## src/rtl/ppu_requant_pack.sv

```systemverilog
// Post-processing unit: requantizes signed psums to uint8 (zero-point 128),
// with optional ReLU and saturation, and packs four bytes per output word.
module ppu_requant_pack #(
  parameter int DATA_BITS = 32
) (
  input  logic                 clk,
  input  logic                 rst,
  input  logic                 start,
  input  logic [15:0]          cfg_len,
  input  logic [4:0]           cfg_shift,
  input  logic                 cfg_relu,
  input  logic [DATA_BITS-1:0] opsum,
  input  logic                 opsum_valid,
  output logic                 opsum_ready,
  output logic [DATA_BITS-1:0] ofmap_data,
  output logic                 ofmap_valid,
  input  logic                 ofmap_ready,
  output logic                 busy,
  output logic                 done
);

  typedef enum logic [1:0] {StIdle, StAccept, StEmit, StFin} state_e;

  state_e               state_q, state_d;
  logic [15:0]          len_q, len_d;
  logic [15:0]          cnt_q, cnt_d;
  logic [4:0]           shift_q, shift_d;
  logic                 relu_q, relu_d;
  logic [1:0]           byte_q, byte_d;
  logic [DATA_BITS-1:0] pack_q, pack_d;

  logic signed [32:0]   ext, bias, r;
  logic [7:0]           qbyte;

  // Requantize the incoming psum: round-half-up shift, ReLU, saturate, bias by 128.
  always_comb begin
    ext  = 33'($signed(opsum));
    // Bias is zero for shift 0, so the same expression covers the pass-through case.
    bias = (shift_q == 5'd0) ? 33'sd0 : (33'sd1 <<< (shift_q - 5'd1));
    r    = (ext + bias) >>> shift_q;
    if (relu_q && r[32]) begin
      r = 33'sd0;
    end
    if (r > 33'sd127) begin
      r = 33'sd127;
    end else if (r < -33'sd128) begin
      r = -33'sd128;
    end
    qbyte = r[7:0] ^ 8'h80;
  end

  // Next-state and output decode for the job sequencer.
  always_comb begin
    state_d     = state_q;
    len_d       = len_q;
    cnt_d       = cnt_q;
    shift_d     = shift_q;
    relu_d      = relu_q;
    byte_d      = byte_q;
    pack_d      = pack_q;
    opsum_ready = 1'b0;
    ofmap_valid = 1'b0;
    done        = 1'b0;
    busy        = (state_q != StIdle);

    unique case (state_q)
      StIdle: begin
        if (start) begin
          len_d   = cfg_len;
          shift_d = cfg_shift;
          relu_d  = cfg_relu;
          cnt_d   = 16'd0;
          byte_d  = 2'd0;
          pack_d  = '0;
          state_d = (cfg_len != 16'd0) ? StAccept : StFin;
        end
      end
      StAccept: begin
        opsum_ready = 1'b1;
        if (opsum_valid) begin
          pack_d[byte_q*8 +: 8] = qbyte;
          byte_d = byte_q + 2'd1;
          cnt_d  = cnt_q + 16'd1;
          if (byte_q == 2'd3 || cnt_d == len_q) begin
            state_d = StEmit;
          end
        end
      end
      StEmit: begin
        ofmap_valid = 1'b1;
        if (ofmap_ready) begin
          if (cnt_q == len_q) begin
            state_d = StFin;
          end else begin
            pack_d  = '0;
            byte_d  = 2'd0;
            state_d = StAccept;
          end
        end
      end
      StFin: begin
        done    = 1'b1;
        state_d = StIdle;
      end
      default: state_d = StIdle;
    endcase
  end

  assign ofmap_data = pack_q;

  // State, configuration, counters and pack register.
  always_ff @(posedge clk or posedge rst) begin
    if (rst) begin
      state_q <= StIdle;
      len_q   <= 16'd0;
      cnt_q   <= 16'd0;
      shift_q <= 5'd0;
      relu_q  <= 1'b0;
      byte_q  <= 2'd0;
      pack_q  <= '0;
    end else begin
      state_q <= state_d;
      len_q   <= len_d;
      cnt_q   <= cnt_d;
      shift_q <= shift_d;
      relu_q  <= relu_d;
      byte_q  <= byte_d;
      pack_q  <= pack_d;
    end
  end

endmodule

```

## config.mk

```make
export PLATFORM = sky130hd
export DESIGN_NAME = ppu_requant_pack
export DESIGN_NICKNAME = d
export VERILOG_FILES = /design/src/rtl/ppu_requant_pack.sv
export SDC_FILE = /design/constraint.sdc
export NUM_CORES = 1
export LEC_CHECK = 0
export ABC_AREA = 1
export CORE_UTILIZATION = 59
export CTS_CLUSTER_DIAMETER = 150
export DETAILED_ROUTE_END_ITERATION = 7
export PLACE_DENSITY_LB_ADDON = 0.1
export REMOVE_ABC_BUFFERS = 1
export SLEW_MARGIN = 20
export SYNTH_ARGS = -nofsm -noshare
export SYNTH_HDL_FRONTEND = slang
export SYNTH_SLANG_ARGS = --single-unit
```

## constraint.sdc

```tcl
create_clock -name clk -period 5.28 [get_ports clk]
set_clock_uncertainty 0.15 [all_clocks]
set_input_delay 1.584 -clock clk [delete_from_list [all_inputs] [get_ports clk]]
set_output_delay 1.584 -clock clk [all_outputs]
set_load 0.05 [all_outputs]
```

==> flow_summary.toml <==
[synthesis]
avgSynthCellArea_um2 = 5.696
synth_edf_count = 0
yosysWarnings = 0
synthFlopType = "dfrtp_1"
ys_types = 50
asyncSetResetFlopFracSynth = 1.000
ys_seq_area_frac = 0.2092
synth_area_um2 = 8851
synthCells = 1554
yosys_register_bits = 74

[drt]
wl_per_cell_um = 15.49
routed_via_density = 5.680
drc = 0
via_count = 10457
drt_pass1_iterations = 6
antenna_left = 0
drt-initial-drc-count = 1208
wl_mm = 28.51

[timing]
period_needed_ns = 5.087
timing.final.crit_share = 0.9634
final.setup.worst_slack_ns = 0.1932
worstMarginPinSlew_ns = 0.9433
hold_violations = 0
max_slew_margin = 0.3663
slew_violations = 0
finalSetupViolations = 0
fmax_mhz = 196.6

[worst_hold_path]
whs_endpoint = "ofmap_data[9]"
whs_path_depth = 2
min_from = "ofmap_data[9]"
min_path_type = "flop to flop"

[clock_network]
clock_latency_ns = 0.34
hold_buffers = 0
htreeDepth = 3
cts_tree = "yes"
cts_buffers = 9
clkSlewWorstSetupHoldPaths_ns = 0.06
root_buffer = "clkbuf_16"
cts.sinks = 74
clockBufferDepth = 2

[setup_path]
crit_path_max_incr_delay_ns = 0.47
crit_fanout = 7
rr_endpoint = "ofmap_data[0]"
rrSetupSlack_ns = 0.36
timing.rr.start = "shift_q[0]"
crit_required_ns = 5.30
cpMostUsedCell = "nand2_1"
worst_path_max_delay_cell = "clkdlybuf4s50_1"
worstPathArrival_ns = 5.11
reg2regPathDepth = 38
cp-start-kind = "input pin"
crit_path_end_kind = "flop"
path_class = "input pin to flop"

[floorplan]
die_y_um = 124.5
die_area_um2 = 15500
ios = 95
initial_utilization = 0.6067
die_w_um = 124.5
core-area_um2 = 14590
rows = 44

[place]
preCtsSetupSlack_ns = -0.1162
place_congestion = 0.9755
io_buffers = 94
placedCellCount = 1823
hpwl_mm = 22.33

[finish]
final_util = 0.7316
fill_cells = 1294
antenna_cells = 0
instances_no_fill = 1841
drive_gt1_frac = 0.09354
area_growth_pct = 20.60
num-nets-final = 1749

[grt]
grt_overflow = 0
grt_pass1_wl_mm = 46.42
grt_max_degree = 47
antenna_found_initial = 0
grt_pass1_vias = 9506
grt.total_usage = 0.3679

[pwr]
ir_worst_vdd_v = 0.0003451
leakagePower_nw = 5.671
power_mw = 5.360
powerDensity_nw_per_um2 = 502.1

[status]
status = "finished clean"

[job]
maxCapViolCount = 0
-- through the flow --
step | hold slack (ns) | TNS [ns] | area (µm²)
after floorplan | 0.3030 | 0 | 8630
after global placement | 0.3166 | -2.039 | 10120
after detailed placement | 0.3216 | -2.322 | 10120
after CTS | 0.3370 | 0 | 10470
after global routing | 0.3573 | -0.4614 | 10670
final | 0.3316 | 0 | 10670
-- worst max-delay path by stage --
stage,to,startpoint,slack [ns]
finish,ofmap_data[0],opsum[0],0.19
global route,ofmap_data[0],opsum[0],-0.1
CTS,ofmap_data[16],opsum[0],0.18
detailed placement,ofmap_data[13],opsum[0],-0.12
global placement,ofmap_data[2],opsum[0],-0.09
floorplan,ofmap_data[0],shift_q[0],0.13
-- cells by family (layout without fill, tap and decap cells) --
group,Yosys count,in the layout,synth area share
AOI/OAI and AO/OA,128,128,0.08143
other,1,1,0.0004237
DFF,74,74,0.2092
and+or+nand+nor,983,983,0.4835
adders and majority gates,38,38,0.05457
xor gates and xnor gates,36,36,0.03562
buffers and inverters,285,388,0.1241
muxes,9,9,0.01117
-- Yosys cell counts, types with 2 or more instances --
cell	instances	area, µm²
a21o_1	2	15.01
a21oi_1	41	205.2
a221oi_1	2	17.52
and2_1	4	25.02
and3_1	2	12.51
buf_1	16	60.06
buf_2	12	60.06
clkbuf_1	22	82.58
clkinv_1	4	15.01
dfrtp_1	74	1852
ha_1	37	462.9
inv_1	223	837.1
inv_2	5	18.77
mux2_2	7	78.83
mux2i_1	2	20.02
nand2_1	521	1956
nand2_2	20	125.1
nand2_4	3	33.78
nand3_1	246	1231
nand3_2	4	40.04
nand3b_1	3	22.52
nand4_1	30	187.7
nor2_1	116	435.4
nor2_2	9	56.30
nor3_1	10	50.05
nor3_2	2	20.02
nor4_1	7	43.79
o2111ai_1	2	17.52
o211ai_1	3	22.52
o21ai_0	43	215.2
o21ai_1	8	40.04
o221ai_1	3	26.28
o22ai_1	16	100.1
o31ai_1	2	15.01
or2_2	3	18.77
or4_1	2	15.01
xnor2_1	12	105.1
xor2_1	24	210.2
-- placed cells by master (no fill, tap or decap), types with 3 or more instances in the layout --
cell type	synthesis	final
nor4_1	7	6
mux2_2	7	7
o211ai_1	3	3
xnor2_1	12	12
nand2_2	20	24
inv_1	223	220
o221ai_1	3	3
o21ai_0	43	43
nor2_2	9	13
a21oi_2	0	4
nand3b_1	3	3
nand3_2	4	17
inv_2	5	7
nor3_1	10	10
ha_1	37	35
nand2_1	521	510
and2_1	4	4
clkinv_1	4	4
clkbuf_16	0	9
nand2_4	3	9
buf_4	1	44
nand3_1	246	233
a21oi_1	41	37
nand4_1	30	30
nor2_1	116	112
xor2_1	24	24
dfrtp_1	74	73
bufinv_16	0	3
clkdlybuf4s50_1	0	94
o21ai_1	8	8
o22ai_1	16	16
-- per-layer routing --
metal | up-vias | routed length, µm | track usage
li1 | 5172 | - | -
met1 | 4739 | 13010 | 0.5242
met2 | 492 | 12200 | 0.5535
met3 | 54 | 2781 | 0.09321
met4 | 0 | 516 | 0.08930
met5 | - | 0 | 0
-- power by group --
| part | switching [mW] | internal (mW) |
|---|---|---|
| registers | 0.182 | 0.708 |
| clock network | 0.252 | 0.466 |
| logic | 2.52 | 1.23 |
-- worst max-delay path: cells and delay by family --
| family | cells | cell delay, ns |
|---|---|---|
| buffers and inverters | 3 | 0.58 |
| adder cells (fa/ha/maj) | 2 | 0.51 |
| AO/OA/AOI/OAI | 1 | 0.11 |
| AND/OR/NAND/NOR | 26 | 2.31 |
-- final cells by class --
| class | count | area, µm² | area share |
|---|---|---|---|
| sequential | 74 | 1853 | 0.1736 |
| clock inverter | 7 | 125.1 | 0.01172 |
| inverter | 233 | 879.6 | 0.08241 |
| multi-input combinational | 1195 | 6078 | 0.5695 |
| tap | 184 | 230.2 | 0.02157 |
| timing repair buffer | 139 | 1282 | 0.1201 |
| clock buffer | 9 | 225.2 | 0.02110 |
-- registers in the layout (all words and copies together), names as in the netlist --
signal and cells:
ofmap_data 32, state_q 2, cnt_q 16, shift_q 5, len_q 16, byte_q 2
relu_q 1
-- repair_timing --
action | 4_1_cts | 5_1_grt
endpoints found under the setup margin | 0 | 28
setup buffers | 0 | 2
resized for setup | 0 | 50
(Power assumes the default switching activity.)
==> RTL change 1, RTL diff (same flow settings) <==
Add an input register stage for `cfg_len`, `cfg_shift` and `cfg_relu`, without a reset; this delays them by one clock. The other inputs are not delayed to match.
--- a/src/rtl/ppu_requant_pack.sv
+++ b/src/rtl/ppu_requant_pack.sv
@@ -20,6 +20,16 @@
 );
 
   typedef enum logic [1:0] {StIdle, StAccept, StEmit, StFin} state_e;
+
+  logic [15:0] cfg_len_q;
+  logic [4:0] cfg_shift_q;
+  logic cfg_relu_q;
+
+  always_ff @(posedge clk) begin
+    cfg_len_q   <= cfg_len;
+    cfg_shift_q <= cfg_shift;
+    cfg_relu_q  <= cfg_relu;
+  end
 
   state_e               state_q, state_d;
   logic [15:0]          len_q, len_d;
@@ -66,13 +76,13 @@
     unique case (state_q)
       StIdle: begin
         if (start) begin
-          len_d   = cfg_len;
-          shift_d = cfg_shift;
-          relu_d  = cfg_relu;
+          len_d   = cfg_len_q;
+          shift_d = cfg_shift_q;
+          relu_d  = cfg_relu_q;
           cnt_d   = 16'd0;
           byte_d  = 2'd0;
           pack_d  = '0;
-          state_d = (cfg_len != 16'd0) ? StAccept : StFin;
+          state_d = (cfg_len_q != 16'd0) ? StAccept : StFin;
         end
       end
       StAccept: begin
Formal check against the unedited RTL: not equivalent (Yosys sat finds a counterexample within 4 cycles, from zero or initial values and one cycle with rst high).
==> RTL change 1 against the original RTL <==
Design area up 7.5%. Setup slack worse by 20 ps. Sequential cell count up 22. Wire length up 6.2%. Synthesized cell count up 1.2%. Total power up 5.6%. Utilization up 2.0 points. Hold slack worse by 14 ps. Area after synthesis up 4.8%.
==> RTL change 1: results (changes against the original RTL) <==
seq_area_share_pct: 20.0  # +2.6 points
pre_cts_ws_ps: -208  # -91.8 ps
vias: 10900  # +4.1%
num-multi-input-gates: 1202  # +0.59%
clk_share_pct: 2.48  # -0.81 points
design.seq.count: 96  # +30%
inverters_excl_clock: 225  # -3.4%
clk_path_buf_depth: 2  # unchanged
synth_area_leaders: "nand2_1 (22%), dfrtp_1 (20%), nand3_1 (12%)"
worstMarginPinSlew_ps: 800  # -143 ps
grt_pass1_wl_um: 48300  # +4.0%
num-nonclk-buffers: 176  # +27%
fillers: 1303  # +0.70%
yosysSeqAreaShare_pct: 24.7  # +3.8 points
wl_met3_um: 3040  # +9.3%
place_congestion: 0.991  # +1.6%
final_cells: 1926  # +4.6%
first_global_vias: 9871  # +3.8%
synth_common_cells: "nand2_1 (541), nand3_1 (218), inv_1 (214)"
wl_met2_um: 13300  # +8.7%
clk-power_uw: 627  # -13%
buffer_area_share_pct: 13.6  # +1.6 points
status: "finished, final reports clean"
multi_input_area_um2: 6220  # +2.3%
totalWireLength_um: 30300  # +6.2%
syn_avg_cell_area_um2: 5.90  # +3.6%
drtPass1Iterations: 7  # +1
grt_max_degree: 43  # -8.5%
layout.nets: 1807  # +3.3%
grt_use_met1_pct: 54.4  # +2.0 points
intPower_mw: 2.57  # +6.9%
dp_hpwl_um: 23700  # +6.1%
switching_share_pct: 54.6  # -0.55 points
wl_met1_um: 13500  # +3.9%
synthArstFlopShare_pct: 77.1  # -23 points
grt_usage_pct: 37.4  # +0.59 points
post_dp_cell_area_um2: 10900  # +7.3%
grt_use_met2_pct: 57.4  # +2.1 points
power.density_nw_per_um2: 493  # -1.7%
die_area_um2: 16200  # +4.7%
critPathArrivalTime_ps: 5210  # +100 ps
synth_cell_type_count: 48  # -4.0%
grt_use_met3_pct: 7.12  # -2.2 points
power_leakage_nw: 6.05  # +6.7%
## RTL change 1: logic make-up (layout without fill, tap and decap cells)
logic type                 Yosys count  count (layout)  synth area share (%)
AOI/OAI and AO/OA                  141             141                  8.44
xor gates and xnor gates            38              38                  3.59
adders and majority gates           38              38                  5.21
buffers and inverters              275             417                  11.4
DFF                                 96              96                  24.7
muxes                               13              13                  1.55
other                                1               1                0.0404
and+or+nand+nor                    971             971                  45.0
## RTL change 1: final timing paths
check,to,cells past startpoint,startpoint,slack [ps]
min in group asynchronous,ofmap_data[30],2,rst,1550
hold reg to reg,shift_q[3],2,cfg_shift_q[3],320
max in group asynchronous,shift_q[3],3,rst,2430
setup / recovery,ofmap_data[20],29,opsum[6],170
hold / removal,shift_q[3],2,cfg_shift_q[3],320
setup reg to reg,ofmap_data[20],35,shift_q[0],350
## RTL change 1: worst max-delay path, delay by kind of cell
kind	cells	cell delay, ps
and+or+nand+nor	24	2410
adders and majority gates	1	360
buffers and inverters	2	460
AOI/OAI and AO/OA	2	370
==> RTL change 2, RTL diff (config.mk and constraints unchanged) <==
Without the edit above. Change the parameter `DATA_BITS` from 32 to 48.
--- a/src/rtl/ppu_requant_pack.sv
+++ b/src/rtl/ppu_requant_pack.sv
@@ -1,7 +1,7 @@
 // Post-processing unit: requantizes signed psums to uint8 (zero-point 128),
 // with optional ReLU and saturation, and packs four bytes per output word.
 module ppu_requant_pack #(
-  parameter int DATA_BITS = 32
+  parameter int DATA_BITS = 48
 ) (
   input  logic                 clk,
   input  logic                 rst,
Interface: changed (resized ofmap_data and opsum); port bits go from 95 to 127. The function was not compared with the original's and may differ.
==> RTL change 2 against the original RTL <==
Sequential cell count grew 16. Clock power is 16% lower. First-iteration DRC count down 18%. Global-route usage increased by 0.087 points. Utilization increased by 4.2 points. Die area up 8.0%. Wire length up 9.4%. Setup slack got worse by 160 ps. Total power grew 22%. Area after synthesis up 8.1%. Sequential power increased by 13%. Design area increased by 15%. Fmax fell by 3.0%. Critical path type unchanged. Largest power group unchanged.
==> RTL change 2: results (changes against the original RTL) <==
status: "finished, final reports clean"
reg2reg_slack_ps: 300  # -60 ps
drtIter0Drc: 995  # -18%
first_global_vias: 10500  # +10%
inverters_excl_clock: 258  # +11%
layout.nets: 1955  # +12%
pre_cts_ws_ps: -339  # -223 ps
ff2ff_path_depth: 34  # -11%
port_buffers: 111  # +18%
worst_slack_ps: 34.0  # -159 ps
synth_area_leaders: "nand2_1 (24%), dfrtp_1 (24%), nand3_1 (14%)"
seqCellArea_um2: 2250  # +22%
synth_cell_type_count: 45  # -10%
wl_met1_um: 12800  # -1.5%
wl_met2_um: 14900  # +22%
yosysSeqAreaShare_pct: 23.5  # +2.6 points
clock_buffers: 11  # +2
grt_pass1_wl_um: 48800  # +5.2%
clk_share_pct: 2.21  # -1.1 points
num-multi-input-gates: 1298  # +8.6%
syn2layout_area_growth_pct: 28.4
wl_met3_um: 2170  # -22%
r2r_start: "shift_q[3]"
post_dp_cell_area_um2: 11300  # +12%
power_leakage_nw: 6.64  # +17%
hold_path_end: "ofmap_data[47]"
largest_reg_flops: 48  # +50%
top_layer_used: "met4"
clk_path_buf_depth: 2  # unchanged
place_congestion: 0.991  # +1.5%
drive_gt1_share_pct: 14.6  # +5.2 points
critPathArrivalTime_ps: 5340  # +230 ps
clk-power_uw: 603  # -16%
grt_usage_pct: 36.9  # +0.087 points
dp_hpwl_um: 24100  # +7.8%
min-delay-start: "ofmap_data[47]"
hold_class: "register to register"
grt_use_met2_pct: 63.3  # +8.0 points
grt_use_met1_pct: 45.7  # -6.7 points
grt_use_met3_pct: 4.71  # -4.6 points
worst_ir_drop_vdd_uv: 369  # +6.9%
reg2reg_to: "ofmap_data[21]"
num-nonclk-buffers: 185  # +33%
design.seq.count: 90  # +22%
fillers: 1361  # +5.2%
totalWireLength_um: 31200  # +9.4%
multi_input_area_um2: 6830  # +12%
intPower_mw: 2.83  # +18%
grt_max_degree: 41  # -13%
vias: 11500  # +9.5%
synth_common_cells: "nand2_1 (622), nand3_1 (272), inv_1 (246)"
crit_fanout: 7  # unchanged
p_comb_share_pct: 75.5  # +5.5 points
worstMarginPinSlew_ps: 1050  # +104 ps
finalPower_mw: 6.56  # +22%
buffer_area_share_pct: 13.7  # +1.7 points
RTL change 2: cell types whose count changed after synthesis, sizes merged, moves of 7 or more:
cell,unedited run,this run
a21oi,41,24
buf,30,22
dfrtp,74,90
inv,229,252
mux2,7,0
nand2,544,640
nand3,250,275
nor2,125,143
o21ai,51,59
RTL change 2: per-stage QoR:
step | instances | setup TNS (ps) | hold slack, ps
finish | 2063 | 0 | 316
floorplan | 1646 | -3710 | 312
global placement | 2046 | -7280 | 299
CTS | 2062 | 0 | 318
global route | 2063 | -3020 | 347
detailed placement | 2046 | -10320 | 300
RTL change 2: timing repair:
item                                    CTS  global route
pin swaps                                 0            37
hold buffers                              0             0
gates resized for setup                   1           158
endpoints found under the setup margin    2            35
buffers inserted                          0             1
gates cloned                              0             0
RTL change 2: cell families after synthesis:
family	after synthesis	share of synthesized area [%]
xor gates and xnor gates	33	3.02
buffers and inverters	304	12.1
AOI/OAI and AO/OA	110	6.29
other	1	0.0392
adders and majority gates	38	5.05
and+or+nand+nor	1116	49.9
DFF	90	23.5
